File: src/rtl/decode_scoreboard.sv
// decode_scoreboard
//   Single-entry decode stage placed ahead of the register file. It holds one
//   16-bit instruction, decodes it into register addresses and an immediate,
//   and issues it to execute only when no register it reads or writes is still
//   waiting on writeback. A per-register busy scoreboard tracks the writes that
//   are outstanding.
//
// Ports
//   clock, reset          rising-edge clock, synchronous active-high reset
//   in_valid/in_ready     instruction handshake, in_instr = {op, rd, rs1, rs2/imm}
//   out_valid/out_ready   issue handshake toward execute
//   out_op, out_rd        opcode and destination of the held instruction
//   out_wen               op writes out_rd (never set for r0)
//   out_imm               decoded, sign-extended immediate
//   rf_rs1, rf_rs2        register file read addresses, 0 when operand unused
//   wb_valid, wb_rd       writeback completion, clears busy[wb_rd]
//   flush                 drop the held, not-yet-issued instruction
//   halted                HALT has issued; only reset leaves this state
//
// state   | meaning
// --------+-------------------------------------------------------------
// RUN     | accepting, decoding and issuing instructions
// HALTED  | HALT issued; no accept, no issue, writebacks still retire

module decode_scoreboard #(
  parameter int NUM_REG = 16
) (
  input  logic        clock,
  input  logic        reset,
  input  logic        in_valid,
  input  logic [15:0] in_instr,
  output logic        in_ready,
  output logic        out_valid,
  input  logic        out_ready,
  output logic [3:0]  out_op,
  output logic [3:0]  out_rd,
  output logic        out_wen,
  output logic [15:0] out_imm,
  output logic [3:0]  rf_rs1,
  output logic [3:0]  rf_rs2,
  input  logic        wb_valid,
  input  logic [3:0]  wb_rd,
  input  logic        flush,
  output logic        halted
);

  typedef enum logic [0:0] {
    RUN    = 1'b0,
    HALTED = 1'b1
  } state_t;

  state_t               state_q, state_d;
  logic                 held_valid_q, held_valid_d;
  logic [15:0]          held_instr_q, held_instr_d;
  logic [NUM_REG-1:0]   busy_q, busy_d;

  function automatic logic [NUM_REG-1:0] reg_sel(input logic [3:0] addr);
    reg_sel = '0;
    for (int i = 0; i < NUM_REG; i++) begin
      if (addr == i[3:0]) reg_sel[i] = 1'b1;
    end
  endfunction

  logic [3:0]         f_op, f_rd, f_rs1, f_rs2;
  logic               use_rs1, use_rs2, op_writes, is_halt;
  logic [NUM_REG-1:0] wb_clr, busy_eff, set_vec;
  logic               hazard, issue, accept;

  assign f_op  = held_instr_q[15:12];
  assign f_rd  = held_instr_q[11:8];
  assign f_rs1 = held_instr_q[7:4];
  assign f_rs2 = held_instr_q[3:0];

  always_comb begin
    use_rs1   = 1'b0;
    use_rs2   = 1'b0;
    op_writes = 1'b0;
    is_halt   = 1'b0;
    out_imm   = 16'h0000;
    unique case (f_op)
      4'h0: ;
      4'h1, 4'h2, 4'h3, 4'h4, 4'h5, 4'h6, 4'h7: begin
        use_rs1   = 1'b1;
        use_rs2   = 1'b1;
        op_writes = 1'b1;
      end
      4'h8, 4'hA: begin
        use_rs1   = 1'b1;
        op_writes = 1'b1;
        out_imm   = {{12{held_instr_q[3]}}, held_instr_q[3:0]};
      end
      4'h9: begin
        op_writes = 1'b1;
        out_imm   = {held_instr_q[7:0], 8'h00};
      end
      4'hB, 4'hC, 4'hD: begin
        use_rs1 = 1'b1;
        use_rs2 = 1'b1;
        out_imm = {{12{held_instr_q[11]}}, held_instr_q[11:8]};
      end
      4'hE: begin
        op_writes = 1'b1;
        out_imm   = {{8{held_instr_q[7]}}, held_instr_q[7:0]};
      end
      4'hF: is_halt = 1'b1;
      default: ;
    endcase
  end

  assign out_op  = f_op;
  assign out_rd  = f_rd;
  assign out_wen = op_writes && (f_rd != 4'd0);
  assign rf_rs1  = use_rs1 ? f_rs1 : 4'd0;
  assign rf_rs2  = use_rs2 ? f_rs2 : 4'd0;

  // A register retiring this cycle is treated as already free, so a stalled
  // consumer issues in the very cycle its producer writes back.
  assign wb_clr   = wb_valid ? reg_sel(wb_rd) : '0;
  assign busy_eff = busy_q & ~wb_clr;

  assign hazard = (use_rs1 && |(busy_eff & reg_sel(f_rs1))) ||
                  (use_rs2 && |(busy_eff & reg_sel(f_rs2))) ||
                  (out_wen && |(busy_eff & reg_sel(f_rd)));

  // HALT waits for the registered scoreboard to drain completely.
  assign out_valid = held_valid_q && !hazard && (state_q == RUN) && !flush &&
                     !reset && (!is_halt || (busy_q == '0));
  assign issue     = out_valid && out_ready;

  // A flush frees the holding register, so a coincident instruction is taken.
  assign in_ready = (state_q == RUN) && !reset &&
                    (!held_valid_q || issue || flush);
  assign accept   = in_valid && in_ready;

  assign halted = (state_q == HALTED);

  assign set_vec = (issue && out_wen) ? reg_sel(f_rd) : '0;

  always_comb begin
    state_d      = state_q;
    held_valid_d = held_valid_q;
    held_instr_d = held_instr_q;
    // Set is applied after clear so a same-cycle set/clear leaves the bit set.
    busy_d       = (busy_q & ~wb_clr) | set_vec;
    busy_d[0]    = 1'b0;

    if (accept) begin
      held_valid_d = 1'b1;
      held_instr_d = in_instr;
    end else if (issue || flush) begin
      held_valid_d = 1'b0;
    end

    if (state_q == RUN && issue && is_halt) state_d = HALTED;
  end

  always_ff @(posedge clock) begin
    if (reset) begin
      state_q      <= RUN;
      held_valid_q <= 1'b0;
      held_instr_q <= 16'h0000;
      busy_q       <= '0;
    end else begin
      state_q      <= state_d;
      held_valid_q <= held_valid_d;
      held_instr_q <= held_instr_d;
      busy_q       <= busy_d;
    end
  end

endmodule

File: config.mk
export PLATFORM = sky130hd
export DESIGN_NAME = decode_scoreboard
export DESIGN_NICKNAME = d
export VERILOG_FILES = /design/src/rtl/decode_scoreboard.sv
export SDC_FILE = /design/constraint.sdc
export NUM_CORES = 1
export LEC_CHECK = 0
export CAP_MARGIN = 20
export CORE_ASPECT_RATIO = 0.8
export CORE_MARGIN = 2
export CORE_UTILIZATION = 50
export DETAILED_ROUTE_END_ITERATION = 8
export PLACE_DENSITY_LB_ADDON = 0.12
export SYNTH_ARGS = -nofsm -noshare
export SYNTH_HDL_FRONTEND = slang
export SYNTH_SLANG_ARGS = --single-unit
File: constraint.sdc
create_clock -name clock -period 3.5 [get_ports clock]
set_clock_uncertainty 0.1 [all_clocks]
set_input_delay 0.7 -clock clock [delete_from_list [all_inputs] [get_ports clock]]
set_output_delay 0.7 -clock clock [all_outputs]
set_load 0.005 [all_outputs]
==> results of run 1 <==
==> synthesized netlist by cell type, drive strengths merged, types with 2 or more instances <==
master and count:
a211oi 2, a21o 8, a21oi 8, a22oi 4, a31oi 3, a41oi 2
and2 7, buf 12, clkbuf 18, dfxtp 33, inv 10, mux2 17
mux2i 3, nand2 24, nand2b 7, nand3 7, nand3b 6, nand4 2
nor2 23, nor2b 14, nor3 4, nor4 5, nor4b 3, o2111ai 8
o211ai 6, o21ai 21, o221ai 4, o22ai 17, o32ai 7, or2 3
or3 5, or4 3
==> sequential cells by signal, indices dropped and copies added (netlist names) <==
name          count
busy_q           15
held_instr_q     16
halted            1
held_valid_q      1
==> power breakdown <==
part / switching (mW) / internal, mW / total [mW]
registers: 0.0352 / 0.391 / 0.426
clock network: 0.155 / 0.156 / 0.312
logic: 0.160 / 0.186 / 0.346
==> worst min-delay path by stage <==
stage              start        end  slack, ns  cells past startpoint
6_report          halted     halted       0.48                      2
5_1_grt           halted     halted       0.50                      2
4_1_cts           halted     halted       0.46                      2
3_5_place_dp      halted     halted       0.44                      2
3_3_place_gp      halted     halted       0.41                      2
2_1_floorplan  busy_q[1]  busy_q[1]       0.39                      2
==> final cells by class <==
type	count	area, sq um	area share [%]
timing repair buffer	138	1230	30.8
clock buffer	7	86.3	2.17
multi-input combinational	239	1890	47.4
sequential	33	664	16.7
inverter	11	41.3	1.04
tap	62	77.6	1.95
==> critical path, delay by kind of cell <==
kind / cells / cell delay (ns)
and+or+nand+nor: 4 / 0.88
AOI/OAI and AO/OA: 4 / 0.83
buffers and inverters: 3 / 0.34
==> what timing repair did <==
| action | 4_1_cts | 5_1_grt |
|---|---|---|
| setup buffers | 6 | 7 |
| pin swaps | 20 | 17 |
| resized for setup | 69 | 17 |
| endpoints found under the setup margin | 33 | 2 |
| hold buffers | 0 | 0 |
| hold endpoints to repair | 0 | 0 |
==> cells by family (layout without fill, tap and decap cells) <==
family / Yosys count / after routing / share of synthesized area (%)
multiplexers: 20 / 20 / 10.1
buffers and inverters: 41 / 156 / 7.72
AO/OA/AOI/OAI: 100 / 100 / 28.8
flip-flops: 33 / 33 / 26.1
AND/OR/NAND/NOR: 118 / 118 / 26.9
XOR/XNOR: 1 / 1 / 0.346
==> per-layer routing <==
| metal | GRT usage (%) | part of all wire [%] |
|---|---|---|
| met5 | 0 | 0 |
| met4 | 9.48 | 3.2 |
| met3 | 9.54 | 9.9 |
| met2 | 54.3 | 45 |
| met1 | 43.8 | 42 |
==> results.json, run 1 <==
{
  "fin_util_pct": 80.6,
  "design_power_total_mw": 1.08,
  "worst_ir_drop_vdd_v": 0.000206,
  "violations": "negative setup slack",
  "outcome": "finished with violations",
  "r2r_setup_slack_ns": 0.36,
  "cts.path.max_buffers": 2,
  "synth-edff-count": 0,
  "finalSetupViolCount": 1,
  "crit_path_cell_trace": "buf_2 > or2_4 > buf_6 > o2111ai_4 > a31oi_4 > a2111oi_4 > a21oi_2 > nor4b_4 > or2_4 > and2_4 > buf_6",
  "drt_pass1_iterations": 5,
  "globalRoute.totalOverflow": 0,
  "synth_seq_area_share_pct": 26.1,
  "ant_nets": 0,
  "die-height_um": 67.6,
  "critical_path.reg2reg.endpoint": "held_instr_q[11]",
  "clk_pin_slew_ns": 0.07,
  "final_layout_size_suffix_gt1_share_pct": 36.4,
  "synthDominantCellAreaShare_pct": 26.1,
  "relSlewSlack_pct": 62.8,
  "fmax_mhz": 281,
  "post_layout_nonfiller_instances": 490,
  "timing.final.hold_violations": 0,
  "endpoint_kind": "output port",
  "n_fill_cell": 337,
  "synthesis.nets": 339,
  "final_period_minus_worst_setup_slack_ns": 3.56,
  "place.detailed.hpwl_um": 6890,
  "syn-mean-instance-area_sq_um": 8.08,
  "viasPerCell": 6.37,
  "buffer_ports.inserted": 61,
  "layout.cells.most_common_list": "sky130_fd_sc_hd__buf_4 (72), sky130_fd_sc_hd__clkdlybuf4s50_1 (54), sky130_fd_sc_hd__dfxtp_1 (30)",
  "design_area_sq_um": 3990,
  "grt_antenna_before_repair": 0,
  "final.setup.tns_ns": -0.0582,
  "dieArea_sq_um": 5650,
  "hold_path_class": "reg2reg",
  "finalWirelength_um": 9760,
  "grt_max_degree": 36,
  "crit_path_max_incr_delay_ns": 0.36,
  "clock_tree_from_tritoncts": "built",
  "yosys_most_used_dff": "sky130_fd_sc_hd__dfxtp_1",
  "syn2layout_area_growth_pct": 57.7,
  "startpoint": "wb_rd[1]",
  "place_inst": 471,
  "clock_insertion_delay_worst_skew_ns": 0.29,
  "placed_cell_area_sq_um": 3590,
  "num-nets-final": 454,
  "report.final.slew_viol_count": 0,
  "synthCells": 313,
  "worst_ep_required_time_ns": 2.70,
  "clock-sinks": 33,
  "drtIter0Drc": 388,
  "vias": 3121,
  "layout_commonest_cell": "sky130_fd_sc_hd__buf_4",
  "worst_slew_pin_slew_ns": 0.550,
  "leakage_nw": 1.58,
  "cp.arrival_ns": 2.76,
  "async_flop_share_pct": 0,
  "timing.rr.start": "busy_q[3]",
  "worstSetupStartpointType": "input pin",
  "power_density_nw_per_um2": 272,
  "whs_ns": 0.476,
  "r2r_cells": 11,
  "post_synth_main_area_contributors": "sky130_fd_sc_hd__dfxtp_1 (26%), sky130_fd_sc_hd__mux2_4 (5.3%), sky130_fd_sc_hd__o22ai_1 (4.2%), sky130_fd_sc_hd__mux2_2 (3.6%), sky130_fd_sc_hd__nand2_1 (3.6%)",
  "avgRoutedWirePerCell_um": 19.9,
  "n_antenna_cell": 0,
  "core-area_sq_um": 4950,
  "cp_slowest_cell": "sky130_fd_sc_hd__a2111oi_4",
  "first_global_vias": 2903,
  "num_rows": 23,
  "timing.max_cap.violations": 0,
  "cts.root.buffer_cell": "sky130_fd_sc_hd__clkbuf_8",
  "netlist_area_sq_um": 2530,
  "grt_first_pass_wirelength_um": 14800,
  "synthDominantAreaCellType": "sky130_fd_sc_hd__dfxtp_1",
  "cts_inserted_buffers": 5,
  "setup_repair_after_global_routing_missed_its_margin": "true",
  "worst-setup-path-type": "in2out",
  "htree_levels": 2,
  "initial_core_util_pct": 51.1,
  "die_w_um": 83.5,
  "critPathCapture": "in_ready",
  "post-route-worst-setup-slack_ns": -0.0582,
  "fin_crit_sh_pct": 102,
  "gr-usage-all-layers_pct": 33.4,
  "synth_warn": 0,
  "remaining_drc_errors": 0,
  "place_worst_setup_slack_ns": -0.969,
  "place.gp.congestion": 0.922,
  "io_pins": 62,
  "synth_seq_cells": 33,
  "post_synth_cell_types": 62,
  "critPathMaxFanout": 4
}
(Power assumes the default switching activity.)
==> inputs of run 2 (changes only) <==
GPL_ROUTABILITY_DRIVEN = 0   (was not set)
==> results.json, run 2 (synthesis gave the netlist of run 1 again) <==
{
  "outcome": "finished with violations",
  "violations": "negative setup slack",
  "p_sw_mw": 0.354,
  "globalRoute.totalOverflow": 0,
  "power_frac_comb_pct": 30.5,
  "avgRoutedWirePerCell_um": 20.4,
  "cts_hold_repair.buffers": 0,
  "worst_ir_drop_vdd_v": 0.000235,
  "cp.arrival_ns": 2.86,
  "clock-sinks": 33,
  "cts.path.max_buffers": 2,
  "clock_insertion_delay_worst_skew_ns": 0.30,
  "grt_antenna_before_repair": 0,
  "design_area_sq_um": 3970,
  "final.setup.tns_ns": -0.164,
  "largest_register_ffs": 16,
  "remaining_drc_errors": 0,
  "leakage_nw": 1.58,
  "power_density_nw_per_um2": 278,
  "critPathMaxFanout": 5,
  "dieArea_sq_um": 5650,
  "final_period_minus_worst_setup_slack_ns": 3.66,
  "largestRegisters": "held_instr_q x16, busy_q x15",
  "n_antenna_cell": 0,
  "setup_repair_after_global_routing_missed_its_margin": "true",
  "endpoint_kind": "output port",
  "fin_crit_sh_pct": 105,
  "die-height_um": 67.6,
  "top_register": "held_instr_q",
  "clock_tree_from_tritoncts": "built",
  "post-route-worst-setup-slack_ns": -0.164,
  "drt_pass1_iterations": 6,
  "relSlewSlack_pct": 62.4,
  "p_clk_share_pct": 30.4,
  "layout.cells.most_common_list": "sky130_fd_sc_hd__buf_4 (74), sky130_fd_sc_hd__clkdlybuf4s50_1 (54), sky130_fd_sc_hd__dfxtp_1 (33)",
  "cts.root.buffer_cell": "sky130_fd_sc_hd__clkbuf_8",
  "placed_cell_area_sq_um": 3550,
  "initial_core_util_pct": 51.1,
  "num_rows": 23,
  "net_sw_share_pct": 32.0,
  "htree_levels": 2,
  "first_global_vias": 2806,
  "seq_power_share_pct": 39.1,
  "drtIter0Drc": 483,
  "layout_commonest_cell": "sky130_fd_sc_hd__buf_4",
  "num-nets-final": 453,
  "core-area_sq_um": 4950,
  "worst-setup-path-type": "in2out",
  "viasPerCell": 6.54,
  "ant_nets": 0,
  "die_w_um": 83.5,
  "fmax_mhz": 273,
  "p_int_mw": 0.751,
  "hold_path_class": "reg2reg",
  "gr-usage-all-layers_pct": 34.8,
  "final_layout_size_suffix_gt1_share_pct": 35.0,
  "cts_inserted_buffers": 5,
  "vias": 3206,
  "grt_max_degree": 36,
  "io_pins": 62,
  "buffer_ports.inserted": 61,
  "grt_first_pass_wirelength_um": 15100,
  "design_power_total_mw": 1.10,
  "report.final.slew_viol_count": 0,
  "clk_pin_slew_ns": 0.07,
  "timing.final.hold_violations": 0,
  "worst_slew_pin_slew_ns": 0.564,
  "place.detailed.hpwl_um": 6770,
  "fin_util_pct": 80.2,
  "finalWirelength_um": 10000,
  "worst_ep_required_time_ns": 2.70,
  "post_layout_nonfiller_instances": 490,
  "worstSetupStartpointType": "input pin",
  "syn2layout_area_growth_pct": 56.9,
  "place_inst": 469,
  "finalSetupViolCount": 1,
  "timing.max_cap.violations": 0
}
run 2: cell count changes in the layout (fill, tap and decap cells not counted), moves of 3 or more:
cell | before | now
sky130_fd_sc_hd__o21ai_4 | 1 | 4
sky130_fd_sc_hd__o21ai_2 | 9 | 5
sky130_fd_sc_hd__dfxtp_1 | 30 | 33
sky130_fd_sc_hd__o21ai_1 | 4 | 7
sky130_fd_sc_hd__dfxtp_2 | 3 | 0
run 2: area by class of cell:
cell class	instances	area [sq um]
Multi-Input combinational cell	239	1890
Tap cell	62	77.6
Clock inverter	1	5.00
Timing Repair Buffer	137	1200
Inverter	11	41.3
Clock buffer	7	96.3
Sequential cell	33	661
Fill cell	336	982
run 2: worst max-delay path, stage by stage:
cell,delay [ns]
sky130_fd_sc_hd__buf_8,0.10
sky130_fd_sc_hd__nand3b_1,0.17
sky130_fd_sc_hd__buf_4,0.18
sky130_fd_sc_hd__o21ai_1,0.21
sky130_fd_sc_hd__buf_4,0.19
sky130_fd_sc_hd__o32ai_1,0.10
sky130_fd_sc_hd__o21ai_0,0.22
sky130_fd_sc_hd__a31oi_1,0.14
sky130_fd_sc_hd__buf_4,0.17
sky130_fd_sc_hd__nor4b_4,0.29
sky130_fd_sc_hd__or2_4,0.17
sky130_fd_sc_hd__and2_4,0.13
sky130_fd_sc_hd__buf_6,0.09
run 2: what timing repair did:
action,in CTS,in global routing
setup endpoints to repair,17,2
setup buffers,9,4
resized for setup,67,16
pin swaps,16,10
run 2: metrics by stage:
step / worst slack (ns) / hold slack [ns]
after global placement: -0.927 / 0.425
final: -0.164 / 0.460
after global routing: -0.277 / 0.528
after detailed placement: -0.960 / 0.441
after floorplan: 0.265 / 0.395
after CTS: -0.0564 / 0.455
run 2: power groups by stage:
stage / Combinational (mW) / Sequential (mW) / Clock, mW
5_1_grt: 0.357 / 0.435 / 0.352
3_5_place_dp: 0.299 / 0.437 / 0
2_1_floorplan: 0.176 / 0.407 / 0
4_1_cts: 0.321 / 0.429 / 0.333
3_3_place_gp: 0.296 / 0.436 / 0
6_report: 0.337 / 0.432 / 0.336
run 2: routing by layer:
layer | routed length, um | vias to the layer above | GRT usage [%]
met4 | 499 | 0 | 16.3
met1 | 4030 | 1490 | 46.5
met2 | 4440 | 254 | 54.6
met3 | 1040 | 57 | 7.21
li1 | - | 1405 | -
met5 | 0 | - | 0
run 2: final timing paths:
path,end,cells after the start,slack [ns],startpoint
setup / recovery,in_ready,13,-0.16,wb_rd[3]
hold / removal,halted,2,0.46,halted
setup reg to reg,held_instr_q[14],10,0.49,busy_q[7]
hold reg to reg,halted,2,0.46,halted
==> inputs of run 3 (changes only) <==
CORE_UTILIZATION = 54   (was 50)
HOLD_SLACK_MARGIN = 0.03   (was not set)
clock period = 4.5 ns   (was 3.5 ns; I/O delays follow)
==> results.json, run 3 (synthesis gave the netlist of run 1 again) <==
{
  "multi_input_comb_area_sq_um": 1800,
  "hold_path_startpoint": "halted",
  "outcome": "complete, no violations",
  "timing.rr.start": "busy_q[1]",
  "first_global_vias": 2687,
  "leakage_nw": 1.36,
  "setup_repair_after_global_routing_missed_its_margin": "false",
  "min_path_cells": 2,
  "power_frac_comb_pct": 26.6,
  "ant_nets": 0,
  "die-height_um": 65.2,
  "clock-sinks": 33,
  "top_register": "held_instr_q",
  "die_w_um": 80.5,
  "largestRegisters": "held_instr_q x16, busy_q x15",
  "critPathMaxFanout": 4,
  "fmax_mhz": 230,
  "r2r_setup_slack_ns": 1.39,
  "worst_ep_required_time_ns": 3.50,
  "place_inst": 433,
  "p_sw_mw": 0.267,
  "num_rows": 22,
  "vias": 2978,
  "largest_register_ffs": 16,
  "hold_path_end": "halted",
  "core-area_sq_um": 4540,
  "hold_path_class": "reg2reg",
  "clk_pin_slew_ns": 0.08,
  "endpoint_kind": "output port",
  "layout.cells.most_common_list": "sky130_fd_sc_hd__clkdlybuf4s50_1 (55), sky130_fd_sc_hd__buf_4 (35), sky130_fd_sc_hd__dfxtp_1 (33)",
  "io_pins": 62,
  "worst_slew_pin_slew_ns": 0.588,
  "worst_ir_drop_vdd_v": 0.000202,
  "grt_antenna_before_repair": 0,
  "fin_crit_sh_pct": 96.6,
  "gr-usage-all-layers_pct": 33.1,
  "final_layout_size_suffix_gt1_share_pct": 24.2,
  "cts_inserted_buffers": 5,
  "r2r_cells": 10,
  "avgRoutedWirePerCell_um": 19.7,
  "power_density_nw_per_um2": 223,
  "final_period_minus_worst_setup_slack_ns": 4.35,
  "drt_pass1_iterations": 5,
  "worst-setup-path-type": "in2out",
  "cts.path.max_buffers": 2,
  "post_layout_nonfiller_instances": 448,
  "remaining_drc_errors": 0,
  "clock_insertion_delay_worst_skew_ns": 0.31,
  "drtIter0Drc": 521,
  "net_sw_share_pct": 33.7,
  "num-nets-final": 413,
  "worstSetupStartpointType": "input pin",
  "cp.arrival_ns": 3.35,
  "timing.max_cap.violations": 0,
  "syn2layout_area_growth_pct": 40.1,
  "grt_max_degree": 36,
  "critical_path.reg2reg.endpoint": "held_instr_q[9]",
  "p_clk_share_pct": 30.1,
  "clock_tree_from_tritoncts": "built",
  "p_int_mw": 0.524,
  "layout_commonest_cell": "sky130_fd_sc_hd__clkdlybuf4s50_1",
  "report.final.slew_viol_count": 0,
  "initial_core_util_pct": 55.7,
  "place.detailed.hpwl_um": 5870,
  "viasPerCell": 6.65,
  "dieArea_sq_um": 5250,
  "seq_power_share_pct": 43.4,
  "grt_first_pass_wirelength_um": 13400,
  "globalRoute.totalOverflow": 0,
  "htree_levels": 2,
  "buffer_ports.inserted": 61,
  "n_fill_cell": 334,
  "finalSetupViolCount": 0,
  "cts.root.buffer_cell": "sky130_fd_sc_hd__clkbuf_8",
  "ff_latch_area_sq_um": 661,
  "relSlewSlack_pct": 60.8,
  "n_antenna_cell": 0,
  "timing.final.hold_violations": 0,
  "finalWirelength_um": 8820,
  "whs_ns": 0.453
}
==> run 3: cell count changes in the layout (fill, tap and decap cells not counted), sizes merged <==
cell	previous run	this run
buf	81	37
clkdlybuf4s50	54	55
clkinvlp	0	1
dlymetal6s2s	0	1
clkinv	2	3
==> run 3: per-stage QoR <==
stage	setup WS [ns]	util (%)	setup TNS (ns)	cell area, sq um	power (mW)
global placement	-0.372	72.2	-0.490	3280	0.540
detailed placement	-0.388	72.2	-0.513	3280	0.544
finish	0.152	78.0	0	3540	0.791
floorplan	0.865	-	0	2530	0.454
CTS	0.00488	76.4	0	3470	0.778
global route	0.157	78.0	0	3540	0.821
==> run 3: worst max-delay path by stage <==
stage / from / cells past startpoint / slack (ns) / endpoint
floorplan: wb_rd[1] / 9 / 0.87 / in_ready
global placement: wb_rd[3] / 10 / -0.37 / in_ready
detailed placement: wb_rd[3] / 10 / -0.39 / in_ready
CTS: wb_rd[2] / 10 / 0.005 / in_ready
global route: wb_rd[3] / 10 / 0.16 / out_valid
finish: wb_rd[3] / 10 / 0.15 / out_valid
==> run 3: what timing repair did <==
| item | 4_1_cts | 5_1_grt |
|---|---|---|
| resized for setup | 26 | 17 |
| endpoints found under the setup margin | 2 | 2 |
| hold buffers | 0 | 0 |
| setup buffers | 3 | 4 |
| pin swaps | 7 | 11 |
==> run 3: cell type report <==
type	count	area share (%)
multi-input cells	239	50.9
well taps	60	2.12
repair buffers	97	24.7
clock inverters	3	0.494
clock buffers	5	1.94
flip-flops and latches	33	18.6
inverters	11	1.17
==> run 3: power groups by stage <==
stage	combinational (mW)	sequential [mW]	clock, mW
global route	0.225	0.345	0.251
global placement	0.193	0.347	0
finish	0.210	0.343	0.238
CTS	0.203	0.341	0.235
floorplan	0.137	0.317	0
detailed placement	0.196	0.348	0
==> run 3: layer usage <==
metal  vias to the layer above  share of wire (%)  track usage (%)  routed length, um
met2                       239                 44             50.2               3860
li1                       1324                  -                -                  -
met5                         -                  0                0                  0
met3                        50                 13             9.07               1130
met1                      1365                 40             44.8               3500
met4                         0                3.8             12.7                331
==> run 3: critical path, stage by stage <==
cell and delay [ns]:
sky130_fd_sc_hd__clkbuf_2 0.14, sky130_fd_sc_hd__or3b_4 0.46, sky130_fd_sc_hd__buf_4 0.16, sky130_fd_sc_hd__o21ai_4 0.19
sky130_fd_sc_hd__o22ai_2 0.11, sky130_fd_sc_hd__o22ai_2 0.20, sky130_fd_sc_hd__a41oi_2 0.17, sky130_fd_sc_hd__or2_4 0.29
sky130_fd_sc_hd__nor2_1 0.18, sky130_fd_sc_hd__clkdlybuf4s50_1 0.53
